**src/rtl/gf2m8_field_unit.sv**
```systemverilog
`default_nettype none
// ============================================================================
//  Module      : gf2m8_field_unit
//  Description : GF(2^8) arithmetic primitives for the RS decoder KES stage:
//                a combinational field multiplier, a combinational field
//                inverter (b^254) and a glitch-free integrated clock gate
//                for the KES R/Q/L/U register bank.
//  Revision    : 1.0 - initial release
// ============================================================================
module gf2m8_field_unit #(
    parameter logic [7:0] POLY = 8'h1D   // low byte of field polynomial, x^8 implied
) (
    input  logic       clk,
    input  logic       rst,
    input  logic       ena,
    output logic       gclk,
    input  logic [7:0] x,
    input  logic [7:0] y,
    output logic [7:0] z,
    input  logic [7:0] b,
    output logic [7:0] b_inv
);

    // Carry-less 8x8 product followed by reduction of bits 14..8, highest
    // first, so any bit re-set by a reduction step is cleared by a later one.
    function automatic logic [7:0] gf_mul(input logic [7:0] a, input logic [7:0] m);
        logic [14:0] p;
        p = '0;
        for (int i = 0; i < 8; i++) begin
            if (m[i]) begin
                p = p ^ (15'(a) << i);
            end
        end
        for (int k = 14; k >= 8; k--) begin
            if (p[k]) begin
                p[k] = 1'b0;
                p    = p ^ (15'(POLY) << (k - 8));
            end
        end
        return p[7:0];
    endfunction

    // Square-and-multiply chain for b^254 = b^-1; b = 0 yields 0 naturally.
    logic [7:0] w_p2, w_p3, w_p6, w_p7, w_p14, w_p15, w_p30, w_p31;
    logic [7:0] w_p62, w_p63, w_p126, w_p127, w_p254;

    // Field multiplier output
    assign z = gf_mul(x, y);

    // Inverter exponentiation chain
    assign w_p2   = gf_mul(b, b);
    assign w_p3   = gf_mul(w_p2, b);
    assign w_p6   = gf_mul(w_p3, w_p3);
    assign w_p7   = gf_mul(w_p6, b);
    assign w_p14  = gf_mul(w_p7, w_p7);
    assign w_p15  = gf_mul(w_p14, b);
    assign w_p30  = gf_mul(w_p15, w_p15);
    assign w_p31  = gf_mul(w_p30, b);
    assign w_p62  = gf_mul(w_p31, w_p31);
    assign w_p63  = gf_mul(w_p62, b);
    assign w_p126 = gf_mul(w_p63, w_p63);
    assign w_p127 = gf_mul(w_p126, b);
    assign w_p254 = gf_mul(w_p127, w_p127);
    assign b_inv  = w_p254;

    // Enable latch: transparent while clk is low, so ena changes during the
    // high phase cannot reach gclk until the next low phase. Reset clears it
    // immediately, which may truncate a pulse in progress.
    logic r_en_q;

    always_latch begin
        if (rst) begin
            r_en_q <= 1'b0;
        end else if (!clk) begin
            r_en_q <= ena;
        end
    end

    // Gated clock: AND of clock with the held enable
    assign gclk = clk & r_en_q;

endmodule
`default_nettype wire

```
**config.mk**
```make
export PLATFORM = sky130hd
export DESIGN_NAME = gf2m8_field_unit
export DESIGN_NICKNAME = d
export VERILOG_FILES = /design/src/rtl/gf2m8_field_unit.sv
export SDC_FILE = /design/constraint.sdc
export NUM_CORES = 1
export LEC_CHECK = 0
export BUFFER_PORTS_ARGS = -buffer_cell sky130_fd_sc_hd__buf_4
export CORE_MARGIN = 5
export CORE_UTILIZATION = 44
export CTS_CLUSTER_DIAMETER = 30
export DETAILED_ROUTE_END_ITERATION = 16
export PLACE_DENSITY = 0.7
export SYNTH_ARGS = -nofsm -noshare
export SYNTH_HDL_FRONTEND = slang
export SYNTH_SLANG_ARGS = --single-unit
```
**constraint.sdc**
```tcl
create_clock -name vclk -period 21.2
set_input_delay 4.24 -clock vclk [all_inputs]
set_output_delay 4.24 -clock vclk [all_outputs]
set_load 0.02 [all_outputs]
```
==> results.cfg, run 1 <==
[logic_synthesis]
ys.flop_type = dlxtp_1
postSynth.asyncResetShare = 0
yosysWarnings = 0
synth_edf_count = 0
yosys-mux-area-fraction = 0.0259
synth_top_cell_by_area = xnor3_1
synth_fa_ha_area_frac = 0.00117
netlist_area_um2 = 10700
synth_area_leaders = xnor3_1, xnor2_1, nand2_1, xor2_1, xor3_1
synthSimpleGateAreaFrac = 0.210
syn_nets = 1336
synth_top_family_by_area = XOR/XNOR gates
yosys_register_bits = 1
synth_compound_area_frac = 0.131
avgSynthCellArea_um2 = 8.19
synth_cells = 1308
synth_top_area_frac = 0.191
synth_xor_area_frac = 0.583
synth.distinct_cells = 87

[place]
place_area_um2 = 11700
dp_cells = 1650
gp_congestion = 0.937
post-dp-hpwl_mm = 24.3
portBuffers = 44

[final_layout]
nets = 1429
final_common_cell = nand2_1
final_layout_size_suffix_gt1_frac = 0.257
largest_register_ffs = 1
n_antenna_cell = 0
n_fill_cell = 2166
stdcell_area_um2 = 12800
final_cells = 1723
top_regs = r_en_q: 1 flops
area.growth.synth_to_final_pct = 19.6
top_register = r_en_q
final_cell_mix = nand2_1, xnor2_1, buf_4, xor2_1, nor2_1

[global_route]
grt_max_degree = 55
grtUsageTotal = 0.220
overflow = 0
grt_pass1_wl_mm = 50.7
grt_pass1_vias = 9336
antenna_found_initial = 1

[sta]
slew_violations = 0
fin_crit_sh = 0.987
setup_viol = 0
fin_tns_setup_ns = 0
untimed_endpoints = 1
rsz0062_at_grt = yes
post-route-min-period_ns = 20.93
worst_pin_slew_ns = 0.748
hold_viol_final = 0
unclocked_pins = 1
fmax_mhz = 47.8
slew_headroom = 0.498

[setup_path]
worst-path-buf-inv = 9
required_ns = 16.96
arrival_ns = 16.69
cpPeakStageDelay_ns = 0.56
cp-start-kind = input port
worstSetupPathType = in2out
slowest_stage = xnor3_2
cp-end-kind = primary output
cp_max_fo = 12
path_delay_family = XOR/XNOR gates

[floorplanning]
core_um2 = 24200
placementRows = 57
io_pins = 44
initial_utilization = 0.443
die_w_um = 166
die_h_um = 166
die_area_um2 = 27600

[detailed_routing]
route.vias.total = 10000
detail_route.wirelength_mm = 33.6
ant_nets = 0
drt-wirelength-per-cell_um = 19.5
drtIter0Drc = 1139
viasPerCell = 5.81
remaining_drc_errors = 0
drtPass1Iterations = 6

[run]
maxCapViolCount = 0

[outcome]
status = finished, final reports clean

[worst_hold_path]
hold_path_class = in2out
## repair_timing
item,4_1_cts,5_1_grt
hold buffers,0,0
gates resized for setup,5,90
buffers inserted,0,71
endpoints found under the setup margin,2,8
gates cloned,0,2
pin swaps,1,65
## path summary, 6_finish.rpt
| kind | start | endpoint | slack, ns | cells after the start |
|---|---|---|---|---|
| max | b[6] | b_inv[2] | 0.27 | 45 |
| min | clk | gclk | 8.81 | 3 |
## logic make-up (layout without fill, tap and decap cells)
| logic type | Yosys count | count (layout) |
|---|---|---|
| buffers and inverters | 118 | 208 |
| xor gates and xnor gates | 471 | 472 |
| muxes | 25 | 25 |
| latches | 1 | 1 |
| adders and majority gates | 1 | 1 |
| and+or+nand+nor | 509 | 509 |
| AOI/OAI and AO/OA | 183 | 183 |
## per-stage QoR
stage               hold WS (ns)  setup WS [ns]   util
global placement            8.80          0.152  0.482
finish                      8.81          0.266  0.530
detailed placement          8.81         0.0179  0.482
global route                8.84         -0.145  0.530
floorplan                   8.68         0.0137      -
CTS                         8.81        0.00153  0.484
## layout make-up
| class | instances | area, µm² | share of cell area |
|---|---|---|---|
| multi-input combinational | 1190 | 10800 | 0.844 |
| timing repair buffer | 199 | 1540 | 0.120 |
| tap | 324 | 405 | 0.0316 |
| inverter | 9 | 33.8 | 0.00264 |
| sequential | 1 | 15.0 | 0.00117 |
## synth_stat cells, types with 6 or more instances
master,count
clkbuf_1,64
xnor2_1,217
a222oi_1,10
a22oi_1,15
buf_2,18
nor2b_1,26
xor3_1,20
a311oi_1,7
nand3_1,23
and3_1,6
nand3b_1,7
o21ai_1,6
a22o_1,8
o21ai_0,23
inv_1,7
xnor3_2,14
xnor3_1,91
xor2_1,92
or3_1,6
a221oi_1,7
and2_1,10
mux2_2,11
a31oi_1,6
xnor2_2,24
mux2i_1,12
buf_1,17
a21oi_1,22
o311a_1,6
nor3_1,15
nand2b_1,26
nand2_1,293
nor2_1,77
o211ai_1,13
## layer usage
metal  share of wire  global-route usage
met5               0                   0
met3           0.079              0.0214
met1            0.41               0.301
met4           0.029              0.0610
met2            0.48               0.372
Power of run 1 is not shown: default switching activity piles up to over one toggle a cycle in this logic, so the estimate is an artifact.
==> inputs of run 2 (changes only) <==
--- a/config.mk
+++ b/config.mk
@@ -7,10 +7,10 @@
 export LEC_CHECK = 0
 export BUFFER_PORTS_ARGS = -buffer_cell sky130_fd_sc_hd__buf_4
 export CORE_MARGIN = 5
-export CORE_UTILIZATION = 44
+export CORE_UTILIZATION = 50
 export CTS_CLUSTER_DIAMETER = 30
 export DETAILED_ROUTE_END_ITERATION = 16
-export PLACE_DENSITY = 0.7
+export PLACE_DENSITY = 0.77
 export SYNTH_ARGS = -nofsm -noshare
 export SYNTH_HDL_FRONTEND = slang
 export SYNTH_SLANG_ARGS = --single-unit
==> run 2 against run 1 <==
First-iteration DRC count is 0.88% higher. Sequential share of layout area hardly changed. Sequential cell count stayed put. Global-route usage is 2.9 points higher. Critical path type unchanged. Final cell count is 4.1% lower.
==> results.cfg, run 2 (synthesized netlist as in run 1, its figures left out) <==
[setup_path]
worst-path-buf-inv = 7
worstSetupPathType = in2out
required_ns = 16.96
cp_max_fo = 20
cp-start-kind = input port
cp-end-kind = primary output
arrival_ns = 16.69
crit_top_cell = xnor3_2
slowest_stage = xnor3_2
path_delay_family = XOR/XNOR gates
cpPeakStageDelay_ns = 0.59

[place]
post-dp-hpwl_mm = 23.8
portBuffers = 44
gp_congestion = 0.997

[detailed_routing]
ant_nets = 0
detail_route.wirelength_mm = 32.9
wl_met2_mm = 15.8
route.vias.total = 10000
highest_layer = met5
drt-wirelength-per-cell_um = 19.9
drtIter0Drc = 1149
drtPass1Iterations = 6
viasPerCell = 6.07
met1Wirelength_mm = 13.1
wl_met3_mm = 2.70
remaining_drc_errors = 0

[final_layout]
largest_register_ffs = 1
final_layout_size_suffix_gt1_frac = 0.220
top_regs = r_en_q: 1 flops
n_fill_cell = 1858
final_common_cell = nand2_1
n_antenna_cell = 0
area.growth.synth_to_final_pct = 14.7
final_cell_mix = nand2_1, xnor2_1, buf_4, xor2_1, nor2_1
nets = 1407
top_register = r_en_q

[global_route]
grt_pass1_vias = 9340
grtUsageTotal = 0.249
grt_pass1_wl_mm = 50.3
grt_max_degree = 46
overflow = 0
antenna_found_initial = 1

[floorplanning]
placementRows = 53
die_w_um = 156
die_h_um = 156
io_pins = 44
core_um2 = 21100
die_area_um2 = 24500
initial_utilization = 0.508

[clocking]
cts_hold_buf = 0

[sta]
worst_pin_slew_ns = 0.842
post-route-min-period_ns = 20.93
rsz0062_at_grt = yes
slew_violations = 0
fmax_mhz = 47.8
hold_viol_final = 0
untimed_endpoints = 1
slew_headroom = 0.434
fin_crit_sh = 0.987
setup_viol = 0
unclocked_pins = 1
fin_tns_setup_ns = 0

[worst_hold_path]
hold_path_class = in2out

[outcome]
status = finished, final reports clean

[run]
maxCapViolCount = 0
-- run 2: repair_timing --
action                     CTS  global route
setup endpoints to repair    3             7
cloned                       0             4
hold endpoints to repair     0             0
gates resized for setup      0            52
pin swaps                    1            32
setup buffers                0            45
-- run 2: area by class of cell --
| class | instances | area [µm²] | share of cell area |
|---|---|---|---|
| inverter | 9 | 33.8 | 0.00275 |
| multi-input combinational | 1193 | 10600 | 0.861 |
| sequential | 1 | 15.0 | 0.00122 |
| tap | 275 | 344 | 0.0280 |
| timing repair buffer | 174 | 1320 | 0.107 |
-- run 2: worst min-delay path, stage by stage --
cell and delay (ns):
buf_4 0.08, and2_1 0.11, buf_4 0.13
-- run 2: path summary, 6_finish.rpt --
check / slack [ns] / cells after the start / from / to
hold / removal: 8.80 / 3 / clk / gclk
setup / recovery: 0.27 / 45 / b[7] / b_inv[2]
-- run 2: routing by layer --
| layer | vias up | global-route usage |
|---|---|---|
| li1 | 4598 | - |
| met1 | 4761 | 0.333 |
| met2 | 552 | 0.425 |
| met3 | 118 | 0.0224 |
| met4 | 2 | 0.0793 |
| met5 | - | 0 |
-- run 2: per-stage QoR --
stage / area [µm²] / hold WS (ns) / cells / util / setup WS, ns
floorplan: 10800 / 8.68 / 1308 / - / 0.0137
global placement: 11600 / 8.80 / 1603 / 0.551 / 0.258
detailed placement: 11600 / 8.81 / 1603 / 0.551 / 0.0228
CTS: 11600 / 8.81 / 1603 / 0.551 / 0.0561
global route: 12300 / 8.84 / 1652 / 0.583 / -0.223
finish: 12300 / 8.80 / 1652 / 0.583 / 0.270
Power of run 2 is left out for the same reason.
==> inputs of run 3 (changes only) <==
==> config.mk (replaced) <==
export PLATFORM = sky130hd
export DESIGN_NAME = gf2m8_field_unit
export DESIGN_NICKNAME = d
export VERILOG_FILES = /design/src/rtl/gf2m8_field_unit.sv
export SDC_FILE = /design/constraint.sdc
export NUM_CORES = 1
export LEC_CHECK = 0
export CORE_MARGIN = 5
export CORE_UTILIZATION = 50
export CTS_CLUSTER_DIAMETER = 30
export DETAILED_ROUTE_END_ITERATION = 16
export DONT_BUFFER_PORTS = 1
export PLACE_DENSITY = 0.76
export SYNTH_ARGS = -nofsm -noshare
export SYNTH_HDL_FRONTEND = slang
export SYNTH_SLANG_ARGS = --single-unit
==> run 3 against run 2 <==
Sequential share of layout area about the same. Final cell count fell by 5.8%. Sequential cell count unchanged. Final area shrank 6.9%. Core utilization is 4.0 points lower. Die area unchanged. Wire length down 6.7%. Highest routed layer is now met4.
==> results.cfg, run 3 (synthesized netlist as in run 1, its figures left out) <==
[place]
dp_cells = 1532
place_area_um2 = 11100
post-dp-hpwl_mm = 21.5
portBuffers = 0
gp_congestion = 0.881

[setup_path]
slowest_stage = xnor3_2
required_ns = 16.96
crit_top_cell = xnor3_2
cp-end-kind = primary output
arrival_ns = 16.66
cpPeakStageDelay_ns = 0.52
cp_max_fo = 81
worstSetupPathType = in2out
cp-start-kind = input port

[final_layout]
stdcell_area_um2 = 11400
final_common_cell = nand2_1
nets = 1312
n_antenna_cell = 0
top_register = r_en_q
top_regs = r_en_q: 1 flops
fin_util = 0.542
largest_register_ffs = 1
final_layout_size_suffix_gt1_frac = 0.146
area.growth.synth_to_final_pct = 6.76
final_cells = 1557
final_cell_mix = nand2_1, xnor2_1, xor2_1, buf_4, xnor3_1

[global_route]
grt_pass1_wl_mm = 47.9
grtUsageTotal = 0.238
antenna_found_initial = 0
grt_max_degree = 90
grt_pass1_vias = 8612
overflow = 0

[detailed_routing]
viasPerCell = 6.11
drt-wirelength-per-cell_um = 19.7
drtIter0Drc = 1071
ant_nets = 0
detail_route.wirelength_mm = 30.7
route.vias.total = 9518
remaining_drc_errors = 0
drtPass1Iterations = 8

[worst_hold_path]
hold_path_class = in2out

[floorplanning]
io_pins = 44
die_w_um = 156
die_h_um = 156
initial_utilization = 0.508
core_um2 = 21100
placementRows = 53
die_area_um2 = 24500

[clocking]
cts_hold_buf = 0

[sta]
hold_viol_final = 0
post-route-min-period_ns = 20.90
unclocked_pins = 1
untimed_endpoints = 1
slew_headroom = 0.457
slew_violations = 0
whs_ns = 8.68
fin_crit_sh = 0.986
worst_pin_slew_ns = 0.815
fmax_mhz = 47.9
setup_viol = 0

[outcome]
status = finished, final reports clean

[run]
maxCapViolCount = 0
[run 3: final cells by class]
cell class | instances | area [µm²]
inverters | 9 | 33.8
multi-input cells | 1189 | 10400
repair buffers | 83 | 623
fillers | 1856 | 9650
well taps | 275 | 344
flip-flops and latches | 1 | 15.0
[run 3: path summary, 6_finish.rpt]
check | cells past startpoint | endpoint | from | slack [ns]
setup / recovery | 43 | b_inv[0] | b[7] | 0.30
hold / removal | 2 | z[0] | y[0] | 8.68
[run 3: worst max-delay path: cells and delay by family]
| kind | cells | cell delay (ns) |
|---|---|---|
| buffers and inverters | 5 | 0.80 |
| adders and majority gates | 1 | 0.32 |
| xor gates and xnor gates | 27 | 9.43 |
| AOI/OAI and AO/OA | 2 | 0.45 |
| and+or+nand+nor | 8 | 1.34 |
[run 3: stage by stage]
step | setup slack, ns | setup TNS (ns)
final | 0.301 | 0
after global routing | -0.109 | -0.439
after CTS | 0.147 | 0
after detailed placement | 0.202 | 0
after global placement | 0.295 | 0
after floorplan | 0.0137 | 0
[run 3: timing repair]
| item | CTS | global route |
|---|---|---|
| setup buffers | 0 | 25 |
| setup endpoints to repair | 0 | 7 |
| gates resized for setup | 0 | 24 |
[run 3: routing by layer]
layer | wire length (µm) | up-vias | track usage | share of wire
met2 | 14600 | 494 | 0.399 | 0.48
met3 | 2530 | 67 | 0.0122 | 0.082
met1 | 12700 | 4566 | 0.346 | 0.42
met5 | 0 | - | 0 | 0
li1 | - | 4391 | - | -
met4 | 782 | 0 | 0.0421 | 0.025
Power of run 3 is left out for the same reason.
